$ cat src/rtl/write_back_unit_pkg.sv
// Shared widths and write-source encoding for the write-back stage.
package write_back_unit_pkg;

  localparam int unsigned WB_DATA_WIDTH     = 32;
  localparam int unsigned WB_GPR_ADDR_WIDTH = 3;
  localparam int unsigned WB_LOAD_DEPTH     = 2;

  typedef enum logic [1:0] {
    WB_SRC_NONE = 2'd0,
    WB_SRC_LOAD = 2'd1,
    WB_SRC_SKID = 2'd2,
    WB_SRC_EX   = 2'd3
  } wb_src_e;

endpackage

$ cat src/rtl/wb_load_fifo.sv
// Destination-only FIFO of outstanding loads; exposes every slot for hazard compare.
module wb_load_fifo
  import write_back_unit_pkg::*;
#(
  parameter int unsigned DEPTH  = WB_LOAD_DEPTH,
  parameter int unsigned ADDR_W = WB_GPR_ADDR_WIDTH
) (
  input  logic                         clock,
  input  logic                         reset,
  input  logic                         push_i,
  input  logic [ADDR_W-1:0]            push_dest_i,
  input  logic                         pop_i,
  output logic                         full_o,
  output logic                         empty_o,
  output logic [ADDR_W-1:0]            head_dest_o,
  output logic [DEPTH-1:0]             entry_valid_o,
  output logic [DEPTH-1:0][ADDR_W-1:0] entry_dest_o
);

  localparam int unsigned PTR_W = $clog2(DEPTH);
  localparam int unsigned CNT_W = $clog2(DEPTH + 1);

  logic [DEPTH-1:0][ADDR_W-1:0] dest_q, dest_d;
  logic [DEPTH-1:0]             valid_q, valid_d;
  logic [PTR_W-1:0]             rd_ptr_q, rd_ptr_d, wr_ptr_q, wr_ptr_d;
  logic [CNT_W-1:0]             count_q, count_d;

  // Pop clears its slot before push fills one, so push+pop at full reuses the head slot.
  always_comb begin
    dest_d   = dest_q;
    valid_d  = valid_q;
    rd_ptr_d = rd_ptr_q;
    wr_ptr_d = wr_ptr_q;
    count_d  = count_q;
    if (pop_i) begin
      valid_d[rd_ptr_q] = 1'b0;
      rd_ptr_d          = rd_ptr_q + PTR_W'(1);
    end
    if (push_i) begin
      valid_d[wr_ptr_q] = 1'b1;
      dest_d[wr_ptr_q]  = push_dest_i;
      wr_ptr_d          = wr_ptr_q + PTR_W'(1);
    end
    count_d = count_q + CNT_W'(push_i) - CNT_W'(pop_i);
  end

  always_ff @(posedge clock) begin
    if (!reset) begin
      dest_q   <= '0;
      valid_q  <= '0;
      rd_ptr_q <= '0;
      wr_ptr_q <= '0;
      count_q  <= '0;
    end else begin
      dest_q   <= dest_d;
      valid_q  <= valid_d;
      rd_ptr_q <= rd_ptr_d;
      wr_ptr_q <= wr_ptr_d;
      count_q  <= count_d;
    end
  end

  assign full_o        = (count_q == CNT_W'(DEPTH));
  assign empty_o       = (count_q == '0);
  assign head_dest_o   = dest_q[rd_ptr_q];
  assign entry_valid_o = valid_q;
  assign entry_dest_o  = dest_q;

endmodule

$ cat src/rtl/write_back_unit.sv
// Write-back stage: arbitrates load returns and execute results onto the GPR write port.
module write_back_unit
  import write_back_unit_pkg::*;
#(
  parameter int unsigned DATA_WIDTH     = WB_DATA_WIDTH,
  parameter int unsigned GPR_ADDR_WIDTH = WB_GPR_ADDR_WIDTH,
  parameter int unsigned LOAD_DEPTH     = WB_LOAD_DEPTH
) (
  input  logic                      clock,
  input  logic                      reset,
  input  logic                      ex_valid,
  output logic                      ex_ready,
  input  logic [GPR_ADDR_WIDTH-1:0] ex_dest,
  input  logic [DATA_WIDTH-1:0]     ex_result,
  input  logic                      load_issue_valid,
  output logic                      load_issue_ready,
  input  logic [GPR_ADDR_WIDTH-1:0] load_issue_dest,
  input  logic                      mem_resp_valid,
  input  logic [DATA_WIDTH-1:0]     mem_resp_data,
  input  logic                      query_en0,
  input  logic                      query_en1,
  input  logic [GPR_ADDR_WIDTH-1:0] query_addr0,
  input  logic [GPR_ADDR_WIDTH-1:0] query_addr1,
  output logic                      stall,
  output logic                      write_enable,
  output logic [GPR_ADDR_WIDTH-1:0] write_address,
  output logic [DATA_WIDTH-1:0]     write_data,
  output logic                      protocol_error
);

  logic                                     fifo_full, fifo_empty;
  logic                                     load_pop, load_push, ex_fire;
  logic [GPR_ADDR_WIDTH-1:0]                head_dest;
  logic [LOAD_DEPTH-1:0]                    entry_valid;
  logic [LOAD_DEPTH-1:0][GPR_ADDR_WIDTH-1:0] entry_dest;
  wb_src_e                                  src;

  logic                      skid_valid_q, skid_valid_d;
  logic [GPR_ADDR_WIDTH-1:0] skid_dest_q, skid_dest_d;
  logic [DATA_WIDTH-1:0]     skid_data_q, skid_data_d;
  logic                      we_q, we_d;
  logic [GPR_ADDR_WIDTH-1:0] wa_q, wa_d;
  logic [DATA_WIDTH-1:0]     wd_q, wd_d;
  logic                      perr_q, perr_d;
  logic                      hit0, hit1;

  assign ex_ready         = !skid_valid_q;
  assign load_issue_ready = !fifo_full;
  assign ex_fire          = ex_valid && !skid_valid_q;
  assign load_pop         = mem_resp_valid && !fifo_empty;
  assign load_push        = load_issue_valid && (!fifo_full || load_pop);

  wb_load_fifo #(
    .DEPTH (LOAD_DEPTH),
    .ADDR_W(GPR_ADDR_WIDTH)
  ) u_load_fifo (
    .clock        (clock),
    .reset        (reset),
    .push_i       (load_push),
    .push_dest_i  (load_issue_dest),
    .pop_i        (load_pop),
    .full_o       (fifo_full),
    .empty_o      (fifo_empty),
    .head_dest_o  (head_dest),
    .entry_valid_o(entry_valid),
    .entry_dest_o (entry_dest)
  );

  // Load data always wins; a held result drains before a fresh one.
  always_comb begin
    src = WB_SRC_NONE;
    if (load_pop)          src = WB_SRC_LOAD;
    else if (skid_valid_q) src = WB_SRC_SKID;
    else if (ex_fire)      src = WB_SRC_EX;
  end

  always_comb begin
    skid_valid_d = skid_valid_q;
    skid_dest_d  = skid_dest_q;
    skid_data_d  = skid_data_q;
    we_d         = 1'b0;
    wa_d         = wa_q;
    wd_d         = wd_q;
    perr_d       = perr_q || (mem_resp_valid && fifo_empty);
    case (src)
      WB_SRC_LOAD: begin
        we_d = 1'b1;
        wa_d = head_dest;
        wd_d = mem_resp_data;
        if (ex_fire) begin
          skid_valid_d = 1'b1;
          skid_dest_d  = ex_dest;
          skid_data_d  = ex_result;
        end
      end
      WB_SRC_SKID: begin
        we_d         = 1'b1;
        wa_d         = skid_dest_q;
        wd_d         = skid_data_q;
        skid_valid_d = 1'b0;
      end
      WB_SRC_EX: begin
        we_d = 1'b1;
        wa_d = ex_dest;
        wd_d = ex_result;
      end
      default: ;
    endcase
  end

  always_ff @(posedge clock) begin
    if (!reset) begin
      skid_valid_q <= 1'b0;
      skid_dest_q  <= '0;
      skid_data_q  <= '0;
      we_q         <= 1'b0;
      wa_q         <= '0;
      wd_q         <= '0;
      perr_q       <= 1'b0;
    end else begin
      skid_valid_q <= skid_valid_d;
      skid_dest_q  <= skid_dest_d;
      skid_data_q  <= skid_data_d;
      we_q         <= we_d;
      wa_q         <= wa_d;
      wd_q         <= wd_d;
      perr_q       <= perr_d;
    end
  end

  // An operand is pending while any unwritten producer targets it.
  always_comb begin
    hit0 = (skid_valid_q && (skid_dest_q == query_addr0)) || (we_q && (wa_q == query_addr0));
    hit1 = (skid_valid_q && (skid_dest_q == query_addr1)) || (we_q && (wa_q == query_addr1));
    for (int i = 0; i < LOAD_DEPTH; i++) begin
      if (entry_valid[i] && (entry_dest[i] == query_addr0)) hit0 = 1'b1;
      if (entry_valid[i] && (entry_dest[i] == query_addr1)) hit1 = 1'b1;
    end
  end

  assign stall          = (query_en0 && hit0) || (query_en1 && hit1);
  assign write_enable   = we_q;
  assign write_address  = wa_q;
  assign write_data     = wd_q;
  assign protocol_error = perr_q;

endmodule

$ cat config.mk
export PLATFORM = sky130hd
export DESIGN_NAME = write_back_unit
export DESIGN_NICKNAME = d
export VERILOG_FILES = /design/src/rtl/write_back_unit_pkg.sv /design/src/rtl/wb_load_fifo.sv /design/src/rtl/write_back_unit.sv
export SDC_FILE = /design/constraint.sdc
export NUM_CORES = 1
export LEC_CHECK = 0
export CAP_MARGIN = 30
export CELL_PAD_IN_SITES_DETAIL_PLACEMENT = 1
export CELL_PAD_IN_SITES_GLOBAL_PLACEMENT = 1
export CORE_ASPECT_RATIO = 1.75
export CORE_MARGIN = 2
export CORE_UTILIZATION = 31
export DETAILED_ROUTE_END_ITERATION = 8
export GPL_ROUTABILITY_DRIVEN = 0
export GPL_TIMING_DRIVEN = 0
export HOLD_SLACK_MARGIN = 0.08
export PLACE_DENSITY = 0.88
export SYNTH_ARGS = -nofsm -noshare
export SYNTH_HDL_FRONTEND = slang
export SYNTH_SLANG_ARGS = --single-unit
$ cat constraint.sdc
create_clock -name clock -period 1.8 [get_ports clock]
set_input_delay 0.27 -clock clock [delete_from_list [all_inputs] [get_ports clock]]
set_output_delay 0.27 -clock clock [all_outputs]
set_load 0.01 [all_outputs]
==> impl_metrics.json <==
{
  "outcome": "complete, but fails checks",
  "violations": "negative setup slack",
  "first_iter_violations": 154,
  "min_period_over_period_pct": 101,
  "tightest_slew_ns": 0.522,
  "ys_seq_elements": 85,
  "dieArea_mm2": 0.0144,
  "drv_cap": 0,
  "dr.pass1.iters": 6,
  "top_level_ports": 123,
  "io_buffers": 116,
  "yosysSeqAreaShare_pct": 41.0,
  "fin_skew_ns": 0.00497,
  "dp_hpwl_um": 11800,
  "max_stage_delay_ns": 0.45,
  "synth_flop_cell": "dfxtp_1",
  "end_kind": "output pin",
  "cts.path.max_buffers": 2,
  "gr-total-overflow": 0,
  "cellPowerDensity_mw_per_mm2": 1190,
  "start_kind": "flip-flop",
  "ys_async_sr_fraction_pct": 0,
  "die_w_um": 91.5,
  "synth_nets": 621,
  "synthDistinctLibCells": 33,
  "timing.fmax_ghz": 0.549,
  "postSynthCellCount": 536,
  "place_ws_ns": -0.556,
  "synthTopCellsByCount": "nand2_1 (124), dfxtp_1 (85), a21boi_1 (44)",
  "clk_latency_ns": 0.34,
  "viasPerCell": 5.13,
  "criticalPathCategory": "flip-flop to output pin",
  "yosysTopAreaCell": "dfxtp_1",
  "wl_per_cell_um": 17.8,
  "crit_chain": "xor2_1 > o41ai_2 > o21ai_1 > nand2_1 > buf_2",
  "avgSynthCellArea_um2": 7.75,
  "min_path_type": "primary input to flip-flop",
  "cts.sinks": 85,
  "max_slew_margin_pct": 65.2,
  "grt_pass1_wl_um": 23700,
  "drc": 0,
  "layout_setup_ws_ns": -0.0220,
  "synth_warnings": 0,
  "power_mw": 7.14,
  "worst_ep_required_time_ns": 1.53,
  "core_area_mm2": 0.0132,
  "cts_buffers": 9,
  "hold_violations": 0,
  "critPathMaxFanout": 4,
  "wirelength_um": 15200,
  "synth_edf_count": 0,
  "synth_top_area_share_pct": 41.0,
  "antenna_found_initial": 1,
  "synthesis.area_mm2": 0.00416,
  "drive_gt1_share_pct": 10.4,
  "finalNetCount": 754,
  "grt_pass1_vias": 4873,
  "hold_buffers": 0,
  "clkSlewWorstSetupHoldPaths_ns": 0.06,
  "yosysMostFrequentCell": "nand2_1",
  "grt_setup_unrepaired": "true",
  "finalSetupViolCount": 1,
  "cp.arrival_ns": 1.55,
  "postRouteAntennaNets": 0,
  "cts_root_buf": "clkbuf_16",
  "min_period_ns": 1.82,
  "syn_to_final_growth_pct": 44.0,
  "fin_tns_setup_ns": -0.0220,
  "vias": 4357,
  "p_leak_nw": 2.19,
  "ys_top_cells_by_area": "dfxtp_1 (41%), nand2_1 (11%), a21boi_1 (7.9%)",
  "grt_start_max_net_pins": 20,
  "htree_num_levels": 3,
  "peakVddDrop_mv": 0.641,
  "tritoncts": "done",
  "final-max-slew-violation-count": 0,
  "rows": 56,
  "worst_path_max_delay_cell": "dfxtp_1",
  "dieHeight_um": 157,
  "start_util_pct": 31.4,
  "grt_usage_pct": 21.2
}
[state kept, by name, indices dropped and copies added (netlist names)]
name                       flops
skid_dest_q                    3
skid_data_q                   32
write_address                  3
skid_valid_q                   1
u_load_fifo.count_q            2
u_load_fifo.entry_dest_o       6
protocol_error                 1
u_load_fifo.wr_ptr_q           1
u_load_fifo.rd_ptr_q           1
write_data                    32
u_load_fifo.entry_valid_o      2
write_enable                   1
[metal layers]
metal / GRT usage, % / part of all wire, %
met5: 0 / 0
met4: 14.4 / 5.3
met3: 4.40 / 3.6
met2: 41.0 / 56
met1: 19.5 / 35
[layout by cell type, fill, tap and decap left out, drive strengths merged, types with 2 or more instances in the layout]
cell type	n
and3	4
nand4	6
ha	2
nor2	33
nand3	4
diode	2
o41ai	2
buf	27
clkinv	3
o21a	3
dlymetal6s2s	2
a21oi	31
o21ai	40
clkbuf	38
nand2	124
o211ai	3
xor2	6
a221oi	30
mux2i	8
inv	36
xnor2	21
clkdlybuf4s50	113
dfxtp	85
and2	4
a21boi	44
[what timing repair did]
action / CTS / global route
endpoints found under the setup margin: 13 / 25
gates resized for setup: 18 / 17
hold endpoints to repair: 0 / 0
pin swaps: 3 / 3
buffers inserted: 4 / 3
[cells by family (layout without fill, tap and decap cells)]
group,after synthesis,after routing,share of synthesized area (%)
and+or+nand+nor,178,178,17.6
AOI/OAI and AO/OA,154,154,25.0
DFF,85,85,41.0
buffers and inverters,82,220,8.28
xor gates and xnor gates,27,27,5.69
muxes,8,8,1.93
adders and majority gates,2,2,0.602
other,0,2,0
[critical path, delay by kind of cell (launching register included)]
family	cells	cell delay, ns
xor gates and xnor gates	1	0.13
AOI/OAI and AO/OA	2	0.43
DFF	1	0.45
and+or+nand+nor	1	0.07
buffers and inverters	1	0.12
[per-stage QoR]
| stage | instances | hold WS [ns] | utilization [%] | instance area, µm² |
|---|---|---|---|---|
| finish | 850 | 0.351 | 45.2 | 5980 |
| global route | 849 | 0.385 | 45.2 | 5980 |
| CTS | 845 | 0.449 | 44.8 | 5930 |
| detailed placement | 826 | 0.441 | 42.1 | 5580 |
| global placement | 826 | 0.437 | 42.1 | 5580 |
| floorplan | 536 | 0.405 | - | 4200 |
[area by class of cell]
class	count	area (µm²)
plain buffers	45	235
repair buffers	123	1210
fillers	1591	7260
clock inverters	4	45.0
inverters	36	138
diodes	2	5.00
multi-input cells	369	2160
flip-flops and latches	85	1720
well taps	174	218
clock buffers	12	258
[power breakdown]
group / total [mW] / internal, mW / switching (mW) / leakage (nW)
Clock: 1.91 / 1.15 / 0.756 / 0.151
Combinational: 2.68 / 1.32 / 1.36 / 1.34
Sequential: 2.54 / 2.26 / 0.284 / 0.701
[path summary, 6_finish.rpt]
check                         start         endpoint  slack, ns  cells after the start
max                  skid_dest_q[0]            stall      -0.02                      5
min                  mem_resp_valid   protocol_error       0.35                      3
max reg2reg  u_load_fifo.count_q[1]  skid_data_q[26]       0.09                      8
min reg2reg          write_data[15]   write_data[15]       0.44                      2
Note: power is estimated with default switching activity, not from simulation.
